===== src/rtl/axi_lite_pkg.sv =====
// -----------------------------------------------------------------------------
// axi_lite_pkg
//   Shared definitions for the ram_axi_slave controller:
//     - state_e       : controller FSM states
//     - RESP_OKAY /
//       RESP_SLVERR   : AXI response codes
//     - strb_to_mask  : expand an 8-bit byte strobe into a 64-bit bit mask
//     - addr_in_range : window check of a byte address against a base and a
//                       power-of-two size
// -----------------------------------------------------------------------------
package axi_lite_pkg;

    typedef enum logic [2:0] {
        ST_IDLE    = 3'd0,
        ST_RD_REQ  = 3'd1,
        ST_RD_RESP = 3'd2,
        ST_WR_REQ  = 3'd3,
        ST_WR_ACK  = 3'd4,
        ST_WR_RESP = 3'd5
    } state_e;

    localparam logic [1:0] RESP_OKAY   = 2'b00;
    localparam logic [1:0] RESP_SLVERR = 2'b10;

    // Byte k of the mask is all-ones when strobe bit k is set.
    function automatic logic [63:0] strb_to_mask(input logic [7:0] strb);
        logic [63:0] mask;
        mask = '0;
        for (int k = 0; k < 8; k++) begin
            mask[k*8 +: 8] = {8{strb[k]}};
        end
        return mask;
    endfunction

    // The offset is a plain 32-bit unsigned difference, so an address below
    // the base wraps to a huge offset and is rejected.
    function automatic logic addr_in_range(
        input logic [31:0] addr,
        input logic [31:0] base,
        input int unsigned size_log2
    );
        logic [31:0] offset;
        offset = addr - base;
        if (size_log2 >= 32) begin
            return 1'b1;
        end
        return (offset >> size_log2) == 32'd0;
    endfunction

endpackage


===== src/rtl/ram_axi_slave.sv =====
// -----------------------------------------------------------------------------
// ram_axi_slave
//   AXI4-Lite-style slave in front of the flat-port `ram` block. One
//   transaction is in flight at a time; a complete write (AW + W) wins over a
//   read presented in the same cycle. Byte strobes are expanded to a 64-bit
//   bit mask and addresses are checked against [BASE_ADDR, BASE_ADDR+2^SIZE_LOG2).
//
// Parameters
//   BASE_ADDR  first byte address backed by ram
//   SIZE_LOG2  log2 of the ram byte capacity
//
// Ports
//   clk, rst                       clock; asynchronous active-low reset
//   araddr_i/arvalid_i/arready_o   read address channel
//   rdata_o/rresp_o/rvalid_o/rready_i  read data channel
//   awaddr_i/awvalid_i/awready_o   write address channel
//   wdata_i/wstrb_i/wvalid_i/wready_o  write data channel
//   bresp_o/bvalid_o/bready_i      write response channel
//   ram_raddr_o/ram_ren_o/ram_rdata_i  ram read port (combinational data)
//   ram_waddr_o/ram_wdata_o/ram_wmask_o/ram_wen_o  ram write port
//   ram_bvalid_i                   ram write-complete pulse
// -----------------------------------------------------------------------------
module ram_axi_slave
    import axi_lite_pkg::*;
#(
    parameter logic [31:0] BASE_ADDR = 32'h8000_0000,
    parameter int unsigned SIZE_LOG2 = 23
) (
    input  logic        clk,
    input  logic        rst,

    input  logic [31:0] araddr_i,
    input  logic        arvalid_i,
    output logic        arready_o,

    output logic [63:0] rdata_o,
    output logic [1:0]  rresp_o,
    output logic        rvalid_o,
    input  logic        rready_i,

    input  logic [31:0] awaddr_i,
    input  logic        awvalid_i,
    output logic        awready_o,

    input  logic [63:0] wdata_i,
    input  logic [7:0]  wstrb_i,
    input  logic        wvalid_i,
    output logic        wready_o,

    output logic [1:0]  bresp_o,
    output logic        bvalid_o,
    input  logic        bready_i,

    output logic [31:0] ram_raddr_o,
    output logic        ram_ren_o,
    input  logic [63:0] ram_rdata_i,

    output logic [31:0] ram_waddr_o,
    output logic [63:0] ram_wdata_o,
    output logic [63:0] ram_wmask_o,
    output logic        ram_wen_o,
    input  logic        ram_bvalid_i
);

    // ------------------------------------------------------------------
    // State
    // ------------------------------------------------------------------
    state_e      state_q,   state_d;
    logic        run_q,     run_d;      // low during reset and the first cycle after
    logic        aw_held_q, aw_held_d;
    logic        w_held_q,  w_held_d;
    logic [31:0] aw_addr_q, aw_addr_d;
    logic [63:0] w_data_q,  w_data_d;
    logic [7:0]  w_strb_q,  w_strb_d;
    logic [31:0] ar_addr_q, ar_addr_d;
    logic [63:0] rdata_q,   rdata_d;
    logic [1:0]  rresp_q,   rresp_d;
    logic        rvalid_q,  rvalid_d;
    logic [1:0]  bresp_q,   bresp_d;
    logic        bvalid_q,  bvalid_d;
    logic        ram_ren_q, ram_ren_d;
    logic        ram_wen_q, ram_wen_d;

    // ------------------------------------------------------------------
    // Handshake decode
    // ------------------------------------------------------------------
    logic        in_idle;
    logic        awready_c;
    logic        wready_c;
    logic        arready_c;
    logic        aw_hs;
    logic        w_hs;
    logic        ar_hs;
    logic [31:0] wr_addr_eff;
    logic        rd_in_range;
    logic        wr_in_range;

    // Ready outputs are held low while in reset (and for the first cycle
    // after release) so that every output reads zero during reset.
    assign in_idle   = (state_q == ST_IDLE) && run_q;
    assign awready_c = in_idle && !aw_held_q;
    assign wready_c  = in_idle && !w_held_q;
    assign aw_hs     = awvalid_i && awready_c;
    assign w_hs      = wvalid_i && wready_c;

    // A read is only offered when no write is partially or newly captured,
    // which gives writes priority and keeps the AR retry clean.
    assign arready_c = in_idle && !aw_held_q && !w_held_q && !aw_hs && !w_hs;
    assign ar_hs     = arvalid_i && arready_c;

    // Address of the write about to start: fresh from the bus if AW is
    // handshaking this cycle, otherwise from the holding register.
    assign wr_addr_eff = aw_hs ? awaddr_i : aw_addr_q;

    assign rd_in_range = addr_in_range(ar_addr_q, BASE_ADDR, SIZE_LOG2);
    assign wr_in_range = addr_in_range(aw_addr_q, BASE_ADDR, SIZE_LOG2);

    // ------------------------------------------------------------------
    // Next-state logic
    // ------------------------------------------------------------------
    always_comb begin
        state_d   = state_q;
        run_d     = 1'b1;
        aw_held_d = aw_held_q;
        w_held_d  = w_held_q;
        aw_addr_d = aw_addr_q;
        w_data_d  = w_data_q;
        w_strb_d  = w_strb_q;
        ar_addr_d = ar_addr_q;
        rdata_d   = rdata_q;
        rresp_d   = rresp_q;
        rvalid_d  = rvalid_q;
        bresp_d   = bresp_q;
        bvalid_d  = bvalid_q;
        ram_ren_d = 1'b0;
        ram_wen_d = 1'b0;

        case (state_q)
            ST_IDLE: begin
                if (aw_hs) begin
                    aw_addr_d = awaddr_i;
                    aw_held_d = 1'b1;
                end
                if (w_hs) begin
                    w_data_d = wdata_i;
                    w_strb_d = wstrb_i;
                    w_held_d = 1'b1;
                end
                if ((aw_held_q || aw_hs) && (w_held_q || w_hs)) begin
                    // ram_wen is registered so it lines up with WR_REQ.
                    state_d   = ST_WR_REQ;
                    ram_wen_d = addr_in_range(wr_addr_eff, BASE_ADDR, SIZE_LOG2);
                end else if (ar_hs) begin
                    ar_addr_d = araddr_i;
                    ram_ren_d = addr_in_range(araddr_i, BASE_ADDR, SIZE_LOG2);
                    state_d   = ST_RD_REQ;
                end
            end

            ST_RD_REQ: begin
                // ram read data is combinational on ram_raddr_o; capture it
                // here so rdata_o stays stable for the whole response phase.
                if (rd_in_range) begin
                    rdata_d = ram_rdata_i;
                    rresp_d = RESP_OKAY;
                end else begin
                    rdata_d = '0;
                    rresp_d = RESP_SLVERR;
                end
                rvalid_d = 1'b1;
                state_d  = ST_RD_RESP;
            end

            ST_RD_RESP: begin
                if (rready_i) begin
                    rvalid_d = 1'b0;
                    state_d  = ST_IDLE;
                end
            end

            ST_WR_REQ: begin
                if (wr_in_range) begin
                    state_d = ST_WR_ACK;
                end else begin
                    bresp_d   = RESP_SLVERR;
                    bvalid_d  = 1'b1;
                    aw_held_d = 1'b0;
                    w_held_d  = 1'b0;
                    state_d   = ST_WR_RESP;
                end
            end

            ST_WR_ACK: begin
                if (ram_bvalid_i) begin
                    bresp_d   = RESP_OKAY;
                    bvalid_d  = 1'b1;
                    aw_held_d = 1'b0;
                    w_held_d  = 1'b0;
                    state_d   = ST_WR_RESP;
                end
            end

            ST_WR_RESP: begin
                if (bready_i) begin
                    bvalid_d = 1'b0;
                    state_d  = ST_IDLE;
                end
            end

            default: begin
                state_d = ST_IDLE;
            end
        endcase
    end

    // ------------------------------------------------------------------
    // Registers
    // ------------------------------------------------------------------
    always_ff @(posedge clk or negedge rst) begin
        if (!rst) begin
            state_q   <= ST_IDLE;
            run_q     <= 1'b0;
            aw_held_q <= 1'b0;
            w_held_q  <= 1'b0;
            aw_addr_q <= '0;
            w_data_q  <= '0;
            w_strb_q  <= '0;
            ar_addr_q <= '0;
            rdata_q   <= '0;
            rresp_q   <= RESP_OKAY;
            rvalid_q  <= 1'b0;
            bresp_q   <= RESP_OKAY;
            bvalid_q  <= 1'b0;
            ram_ren_q <= 1'b0;
            ram_wen_q <= 1'b0;
        end else begin
            state_q   <= state_d;
            run_q     <= run_d;
            aw_held_q <= aw_held_d;
            w_held_q  <= w_held_d;
            aw_addr_q <= aw_addr_d;
            w_data_q  <= w_data_d;
            w_strb_q  <= w_strb_d;
            ar_addr_q <= ar_addr_d;
            rdata_q   <= rdata_d;
            rresp_q   <= rresp_d;
            rvalid_q  <= rvalid_d;
            bresp_q   <= bresp_d;
            bvalid_q  <= bvalid_d;
            ram_ren_q <= ram_ren_d;
            ram_wen_q <= ram_wen_d;
        end
    end

    // ------------------------------------------------------------------
    // Outputs
    // ------------------------------------------------------------------
    assign arready_o   = arready_c;
    assign awready_o   = awready_c;
    assign wready_o    = wready_c;

    assign rdata_o     = rdata_q;
    assign rresp_o     = rresp_q;
    assign rvalid_o    = rvalid_q;
    assign bresp_o     = bresp_q;
    assign bvalid_o    = bvalid_q;

    assign ram_raddr_o = ar_addr_q;
    assign ram_ren_o   = ram_ren_q;
    assign ram_waddr_o = aw_addr_q;
    assign ram_wmask_o = strb_to_mask(w_strb_q);
    // ram ORs write data into the old word, so disabled bytes must be zero.
    assign ram_wdata_o = w_data_q & ram_wmask_o;
    assign ram_wen_o   = ram_wen_q;

endmodule

===== config.mk =====
export PLATFORM = sky130hd
export DESIGN_NAME = ram_axi_slave
export DESIGN_NICKNAME = d
export VERILOG_FILES = /design/src/rtl/axi_lite_pkg.sv /design/src/rtl/ram_axi_slave.sv
export SDC_FILE = /design/constraint.sdc
export NUM_CORES = 1
export LEC_CHECK = 0
export BUFFER_PORTS_ARGS = -buffer_cell sky130_fd_sc_hd__buf_2
export CAP_MARGIN = 40
export CELL_PAD_IN_SITES_DETAIL_PLACEMENT = 1
export CELL_PAD_IN_SITES_GLOBAL_PLACEMENT = 2
export CORE_ASPECT_RATIO = 1.75
export CORE_MARGIN = 4
export CORE_UTILIZATION = 26
export CTS_BUF_LIST = sky130_fd_sc_hd__clkbuf_2 sky130_fd_sc_hd__clkbuf_4 sky130_fd_sc_hd__clkbuf_8
export DETAILED_ROUTE_END_ITERATION = 7
export PLACE_DENSITY = 0.87
export REMOVE_ABC_BUFFERS = 1
export SKIP_CTS_REPAIR_TIMING = 1
export SLEW_MARGIN = 10
export SYNTH_ARGS = -nofsm -noshare
export SYNTH_HDL_FRONTEND = slang
export SYNTH_SLANG_ARGS = --single-unit

===== constraint.sdc =====
create_clock -name clk -period 1.8 [get_ports clk]
set_clock_uncertainty 0.15 [all_clocks]
set_input_delay 0.27 -clock clk [delete_from_list [all_inputs] [get_ports clk]]
set_output_delay 0.27 -clock clk [all_outputs]
set_load 0.1 [all_outputs]

==> impl_metrics.ini <==
[outcome]
status = complete, but fails checks
failed_checks = setup timing

[placement]
gp_congestion = 0.821
dp_hpwl_um = 25200
placed_cells = 1522
port_buffers = 472

[timing]
final-setup-viol-count = 318
period_share = 1.29
rsz0062_at_grt = yes
slew_headroom = 0.643
fmaxAchievable_ghz = 0.432
min_period_ns = 2.31
hold_viol = 0
setup_tns_ns = -50.63
maxSlewViolCount = 0
fin_ws_ns = -0.515
worst_pin_slew_ns = 0.539

[critical_path]
critPathArrivalTime_ns = 1.89
crit_path_end_kind = output port
r2r_slack_ns = -0.41
timing.rr.start = state_q[1]
cp-start-kind = flop
slowest_stage = or4b_4
cp_max_fo = 2
critical_path_class = flop to output port
crit_required_ns = 1.38
worstPathCellList = or4b_4, nor2_4, buf_6, buf_12
r2r_cells = 6
r2r_end = w_strb_q[7]
cp_slowest_stage_delay_ns = 0.57

[yosys]
ys_async_sr_fraction = 1.00
synth-edff-count = 0
ys_seq_area_frac = 0.581
netlist_instances = 634
syn_area_sq_um = 9130
synth_area_per_cell_sq_um = 14.4
ys_ff_latch = 212
synthTopCellsByArea = dfrtp_1, mux2_4, mux2_2
synth_cell_types = 42
synthMostInstantiatedCell = dfrtp_1
yosysTopAreaCell = dfrtp_1
synth.top_cell.area_share = 0.581
yosys-top-cells-count = dfrtp_1, mux2_4, and2_1
yosys_warnings = 0
ys.flop_type = dfrtp_1

[min_path]
hold_start = arvalid_i
hold_depth = 4
hold_class = primary input to flop
hold_end = ram_ren_o

[drt]
drtIter0Drc = 200
via_per_inst = 4.65
ant_nets = 0
drt_pass1_iterations = 4
wire_per_inst_um = 25.4
num_vias = 8605
wl_um = 46900
drc = 0

[clock_tree]
clock_latency_ns = 0.52
path_clk_slew_ns = 0.06
cts_buffers = 36
cts_tree = done
clock-root-buffer = clkbuf_8
cts_sinks = 212
htreeDepth = 2
clockBufferDepth = 3

[final_layout]
area_growth_pct = 97.5
instances_no_fill = 1849
drive_above_1_share = 0.608
nNetsFinal = 1572

[floorplanning]
die_width_um = 150
core-area_sq_um = 34600
ioPinCount = 475
die_h_um = 256
initial_core_util = 0.264
rows = 90
dieArea_sq_um = 38300

[global_route]
overflow = 0
antenna_found_initial = 3
grt_pass1_wl_um = 48900
grt_pass1_vias = 8131
grt_max_degree = 61
grt_usage = 0.165

[run]
cap_viol_max_count = 0
==> sequential cells by signal (all words and copies together), names as in the netlist, 3 cells and up <==
name	cells
ram_raddr_o	32
ram_waddr_o	32
w_data_q	64
rdata_o	64
state_q	3
w_strb_q	8
==> worst max-delay path by stage <==
stage | start | endpoint | slack, ns | depth (start not counted)
after global placement | ram_raddr_o[29] | rdata_o[59] | -0.24 | 7
after global routing | state_q[1] | wready_o | -0.59 | 4
after floorplan | w_strb_q[2] | ram_wdata_o[16] | -4.95 | 1
after CTS | state_q[2] | wready_o | -0.61 | 4
after detailed placement | ram_raddr_o[29] | rdata_o[61] | -0.26 | 7
final | state_q[1] | awready_o | -0.51 | 4
==> routing by layer <==
layer	GRT usage	vias up	routed length [um]
met3	0.0420	129	2630
met1	0.171	4403	15000
met4	0.0809	0	2500
li1	-	3643	-
met2	0.302	430	26800
met5	0	-	0
==> layout by cell type, fill, tap and decap left out, types with 4 or more instances in the layout <==
master,Yosys,final
nor4_1,5,4
nand2_1,10,8
buf_8,0,6
clkbuf_4,0,72
mux2_2,54,54
a21oi_1,9,7
buf_12,0,138
clkbuf_8,0,44
buf_6,10,26
clkbuf_16,0,18
dfrtp_2,0,6
mux2_4,70,70
and2_4,0,64
dfrtp_1,212,206
dlygate4sd3_1,0,204
mux2_1,12,12
clkinv_2,0,5
a22o_1,64,64
buf_2,5,277
buf_4,58,41
nor2_1,6,6
==> stage by stage <==
stage / instance area [sq um] / hold WS, ns / setup slack, ns / util
after floorplan: 8500 / -0.176 / -4.95 / -
after global placement: 13800 / 0.0716 / -0.239 / 0.399
after detailed placement: 13800 / 0.0767 / -0.260 / 0.399
after CTS: 14600 / -0.526 / -0.613 / 0.422
after global routing: 18000 / 0.153 / -0.588 / 0.521
final: 18000 / 0.167 / -0.515 / 0.521
==> worst max-delay path: cells and delay by family, from the launching register on <==
kind | cells | cell delay [ns]
and+or+nand+nor | 2 | 0.71
DFF | 1 | 0.40
buffers and inverters | 2 | 0.27
==> final cells by class <==
class | instances | area [sq um]
Fill cell | 3425 | 16500
Timing Repair Buffer | 778 | 7910
Sequential cell | 212 | 5310
Multi-Input combinational cell | 333 | 3430
Clock buffer | 51 | 652
Tap cell | 460 | 576
Clock inverter | 9 | 123
Inverter | 3 | 11.3
Antenna cell | 3 | 7.51
==> cells by family (layout without fill, tap and decap cells) <==
kind of cell,Yosys count,count (layout),share of synthesized area
flops,212,212,0.581
mux,137,137,0.198
simple gates,106,107,0.0732
buf+inv,91,841,0.0702
compound gates,85,85,0.0758
other cells,2,6,0.000823
xor+xnor,1,1,0.000960
Power is left out: the tool's default activity adds up to more than one toggle a clock period on the data nets, which glitch-free logic cannot reach.
